**src/rtl/cpu_in_conditioner.sv**
```systemverilog
// Input front end: 2-flop synchroniser, shared sample prescaler and per-channel
// debounce producing clean levels plus registered one-cycle rise/fall strobes.
module cpu_in_conditioner #(
  parameter int WIDTH           = 8,
  parameter int DEBOUNCE_CYCLES = 4,
  parameter int SAMPLE_DIV      = 1
) (
  input  logic             clk_i,
  input  logic             rst_i,
  input  logic [WIDTH-1:0] in_i,
  output logic [WIDTH-1:0] level_o,
  output logic [WIDTH-1:0] rise_o,
  output logic [WIDTH-1:0] fall_o,
  output logic             tick_o
);

  localparam int CNT_W = (DEBOUNCE_CYCLES > 1) ? $clog2(DEBOUNCE_CYCLES) : 1;
  localparam int PC_W  = (SAMPLE_DIV > 1) ? $clog2(SAMPLE_DIV) : 1;
  localparam logic [CNT_W-1:0] CNT_MAX = CNT_W'(DEBOUNCE_CYCLES - 1);
  localparam logic [PC_W-1:0]  PC_MAX  = PC_W'(SAMPLE_DIV - 1);

  logic [WIDTH-1:0] s1_reg;
  logic [WIDTH-1:0] s2_reg;
  logic [PC_W-1:0]  pc_reg;
  logic [PC_W-1:0]  pc_next;
  logic             tick;

  always_ff @(posedge clk_i or posedge rst_i) begin
    if (rst_i) begin
      s1_reg <= '0;
      s2_reg <= '0;
      pc_reg <= '0;
    end else begin
      s1_reg <= in_i;
      s2_reg <= s1_reg;
      pc_reg <= pc_next;
    end
  end

  assign tick = (pc_reg == PC_MAX);

  always_comb begin
    pc_next = pc_reg + PC_W'(1);
    if (tick) begin
      pc_next = '0;
    end
  end

  // With SAMPLE_DIV=1 the tick is permanently true, so mask it while in reset.
  assign tick_o = tick & ~rst_i;

  genvar gi;
  generate
    for (gi = 0; gi < WIDTH; gi++) begin : g_chan
      logic [CNT_W-1:0] cnt_reg;
      logic [CNT_W-1:0] cnt_next;
      logic             level_reg;
      logic             level_next;
      logic             rise_reg;
      logic             rise_next;
      logic             fall_reg;
      logic             fall_next;

      always_comb begin
        cnt_next   = cnt_reg;
        level_next = level_reg;
        rise_next  = 1'b0;
        fall_next  = 1'b0;
        if (s2_reg[gi] == level_reg) begin
          cnt_next = '0;
        end else if (tick) begin
          if (cnt_reg == CNT_MAX) begin
            level_next = s2_reg[gi];
            cnt_next   = '0;
            rise_next  = s2_reg[gi];
            fall_next  = ~s2_reg[gi];
          end else begin
            cnt_next = cnt_reg + CNT_W'(1);
          end
        end
      end

      always_ff @(posedge clk_i or posedge rst_i) begin
        if (rst_i) begin
          cnt_reg   <= '0;
          level_reg <= 1'b0;
          rise_reg  <= 1'b0;
          fall_reg  <= 1'b0;
        end else begin
          cnt_reg   <= cnt_next;
          level_reg <= level_next;
          rise_reg  <= rise_next;
          fall_reg  <= fall_next;
        end
      end

      assign level_o[gi] = level_reg;
      assign rise_o[gi]  = rise_reg;
      assign fall_o[gi]  = fall_reg;
    end
  endgenerate

endmodule

```
**config.mk**
```make
export PLATFORM = sky130hd
export DESIGN_NAME = cpu_in_conditioner
export DESIGN_NICKNAME = d
export VERILOG_FILES = /design/src/rtl/cpu_in_conditioner.sv
export SDC_FILE = /design/constraint.sdc
export NUM_CORES = 1
export LEC_CHECK = 0
export BUFFER_PORTS_ARGS = -buffer_cell sky130_fd_sc_hd__buf_2
export CORE_UTILIZATION = 45
export DETAILED_ROUTE_END_ITERATION = 10
export GPL_TIMING_DRIVEN = 0
export PLACE_DENSITY = 0.78
export SLEW_MARGIN = 0
export SYNTH_ARGS = -nofsm -noshare
export SYNTH_HDL_FRONTEND = slang
export SYNTH_SLANG_ARGS = --single-unit
```
**constraint.sdc**
```tcl
create_clock -name clk_i -period 2.35 [get_ports clk_i]
set_clock_uncertainty 0.1 [all_clocks]
set_input_delay 0.3525 -clock clk_i [delete_from_list [all_inputs] [get_ports clk_i]]
set_output_delay 0.3525 -clock clk_i [all_outputs]
set_load 0.005 [all_outputs]
```
Word level (Yosys, flattened, before mapping)
Cells that the tools add are included.
- memories kept: 0
- output and inout bits: 25
- bits in read-only memories: 0
- flip-flop bits (word level): 57
- bits in writable memories: 0
- bits of input ports: 10
- bits in latches: 0
- divide/modulo/power cells: 0
- bitwise gates (word level): 19
- add/subtract/negate cells: 9
- magnitude comparators: 0
- reduce and logical (&&, ||, !) cells: 8
- muxes and demuxes: 73
- multiply operators: 0
- equal/unequal tests: 24
- shifts and indexed selects: 0
- operators by type and width (cell ; number):
    1-bit two-way mux ; 49
    2-bit two-way mux ; 24
    3-bit AND reduction ; 8
    1-bit NOT ; 18
    2-bit by 1-bit adder with 2-bit output, second input constant ; 8
    2-bit equality test, second input constant ; 8
    2-bit by 1-bit inequality test with 1-bit output, second input constant ; 8
    1-bit equality test ; 8
    1-bit adder, second input constant ; 1
    1-bit AND ; 1

Depth between registers and ports, before layout
- word-level depth: 4
- depth in mapped cells: 3
- mapped depth without buffers: 3

Worst setup path after synthesis
Ideal clock, no wire load.
- kind: input -> output
- from: input rst_i
- to: output tick_o
- required time: 1898 ps
- path slack: 357 ps
- path buffers: 0
- arrival: 1540 ps
- stages: 1
- cell sequence: inv_1
- longest elaborated chain between the ends: 2
- ends and longest elaborated chain (item ; line ; source):
    from (decl) ; 9 ; input logic rst_i,
    1-bit NOT ; 50 ; assign tick_o = tick & ~rst_i;
    1-bit AND ; 50 ;
    to (decl) ; 14 ; output logic tick_o
No other way between the ends.

Worst setup path in the final report
Same ends and word-level chain as after synthesis.

==> results_dict.tcl <==
set metrics [dict create \
    r2r-start "g_chan[7].cnt_reg[0]$_DFF_PP0_" \
    cts_tree "built" \
    drtIter0Drc 25 \
    io_buffers 34 \
    avgSynthCellArea_um2 14.27 \
    cts_setup_buffers 0 \
    cp-startpoint "rst_i" \
    clk_latency_ns 0.30 \
    path_clk_slew_ns 0.09 \
    fillers 362 \
    overflow 0 \
    via_per_inst 4.421 \
    grt_usage 0.1211 \
    yosys.cell_types.count 13 \
    core.rowCount 24 \
    power_uw 2634 \
    synth-edff-count 0 \
    whs_ns 0.05941 \
    switching_share 0.2558 \
    pwr-share-seq 0.500 \
    finalNonFillerCells 242 \
    num_vias 1070 \
    dpl_cell_area_um2 2354 \
    cp-start-kind "input port" \
    critPathMaxFanout 18 \
    power.density_nw_per_um2 1057 \
    dp.cells 234 \
    cts_root_buffer "clkbuf_8" \
    ctsLongestPathBuffers 2 \
    htree_levels 2 \
    fmax_mhz 519.3 \
    die_area_um2 4940 \
    nNetsFinal 208 \
    hold_class "input port to register" \
    postRouteAntennaNets 0 \
    rsz0062_at_grt "false" \
    ys_warn_count 0 \
    synth_nets 165 \
    cts_made_buffers 5 \
    crit_required_ns 1.90 \
    yosys-top-cells-area "dfrtp_1, buf_4, ha_1" \
    cts_resized 0 \
    drtPass1Iterations 2 \
    avgRoutedWirePerCell_um 10.41 \
    antenna_found_initial 0 \
    drive_above_1_share 0.4263 \
    worstHoldStart "in_i[5]" \
    fin_crit_ns 1.926 \
    synth.cell_area_um2 2098 \
    yosysSeqAreaShare 0.6679 \
    slew_headroom 0.7550 \
    die_y_um 70.29 \
    multi_input_area_um2 494.2 \
    grt_max_degree 41 \
    fp.coreArea_um2 4414 \
    place_congestion 0.6424 \
    cts_num_sinks 56 \
    ys_async_sr_fraction 1.000 \
    drc 0 \
    grt_first_pass_wirelength_um 4650 \
    netlist.area_leader.share 0.6679 \
    drv_slew 0 \
    ios 35 \
    ir_drop_mv 0.6365 \
    crit_type "input port to output pin" \
    finalSetupViolations 0 \
    yosysMostFrequentCell "dfrtp_1" \
    start_util 0.4753 \
    power_frac_clock 0.264 \
    final_hold_viol_count 0 \
    synth_cells 147 \
    grt_pass1_vias 1084 \
    p_comb_frac 0.236 \
    wirelength_um 2520 \
    seq_area_um2 1401 \
    p_leak_uw 0.001323 \
    synth_common_cells "dfrtp_1, buf_4" \
    outcome "finished clean" \
    hpwl_um 1753 \
    synth_largest_area_cell "dfrtp_1" \
    antenna_cells 0 \
    end_kind "output pin" \
    maxCapViolations 0 \
    final_area_um2 2492 \
    p_int_uw 1960 \
    synth-seq-cells 56 \
    switching_power_uw 673.8 \
    syn_to_final_growth_pct 18.78 \
    largest_reg_flops 16 \
    tightest_slew_ns 0.3669 \
    worst_ep_arrival_time_ns 1.47 \
    synth_ff_type "dfrtp_1" \
    period_share 0.8194 \
    die_x_um 70.29 \
]
==> per-stage QoR <==
step | TNS, ns | setup slack [ns] | utilization
after floorplan | 0 | 0.3573 | -
after global placement | -5.296 | -0.4155 | 0.5286
after detailed placement | 0 | 0.9496 | 0.5332
after CTS | 0 | 0.4008 | 0.5646
after global routing | 0 | 0.3401 | 0.5646
final | 0 | 0.4244 | 0.5646
==> cell usage in the layout, fill, tap and decap left out <==
master,count
clkbuf_8,5
inv_1,5
buf_2,34
nand2_1,5
bufinv_16,2
dlygate4sd3_1,1
mux2_1,3
o21ai_0,5
buf_12,1
nor3b_1,5
buf_4,24
nor2b_1,8
inv_2,1
xnor2_1,8
and3b_2,6
ha_1,8
nor3_2,8
nor2_1,5
dfrtp_1,56
==> layout make-up <==
class | count | share of cell area
Clock inverter | 2 | 0.02410
Inverter | 6 | 0.009036
Buffer | 24 | 0.07229
Tap cell | 52 | 0.02610
Multi-Input combinational cell | 61 | 0.1983
Sequential cell | 56 | 0.5622
Timing Repair Buffer | 36 | 0.08032
Clock buffer | 5 | 0.02761
==> repair_timing <==
item	4_1_cts	5_1_grt
endpoints found under the setup margin	0	0
hold buffers	1	0
endpoints found under the hold margin	16	0
==> logic make-up (layout without fill, tap and decap cells) <==
family,after synthesis,after routing,synth area share
AOI/OAI and AO/OA,5,5,0.01192
xor gates and xnor gates,8,8,0.03339
adders and majority gates,8,8,0.04771
buffers and inverters,30,73,0.09660
DFF,56,56,0.6679
muxes,3,3,0.01610
and+or+nand+nor,37,37,0.1264
==> power by group through the flow <==
stage	Clock [µW]	Combinational [µW]	Sequential, µW
2_1_floorplan	0	477	1310
3_3_place_gp	0	598	1330
3_5_place_dp	0	623	1340
4_1_cts	723	638	1320
5_1_grt	762	723	1350
6_report	696	621	1320
==> path summary, 6_finish.rpt <==
path,to,slack [ns],depth (start not counted)
hold reg to reg,s2_reg[3]$_DFF_PP0_,0.25,0
hold / removal,s1_reg[5]$_DFF_PP0_,0.06,1
min in group asynchronous,g_chan[4].fall_reg$_DFF_PP0_,0.47,3
setup reg to reg,g_chan[7].level_reg$_DFFE_PP0P_,1.16,2
max in group asynchronous,s1_reg[0]$_DFF_PP0_,1.15,4
setup / recovery,tick_o,0.42,4
==> metal layers <==
metal	part of all wire	GRT usage	routed length [µm]	vias to the layer above
li1	-	-	-	536
met1	0.50	0.1634	1265	504
met2	0.44	0.1810	1121	28
met3	0.045	0.04473	113	2
met4	0.0075	0.04000	19	0
met5	0	0	0	-
==> worst max-delay path, stage by stage <==
cell           delay (ns)
dlygate4sd3_1        0.53
buf_2                0.12
inv_2                0.28
buf_2                0.19
Power figures use the tool's default switching activity.
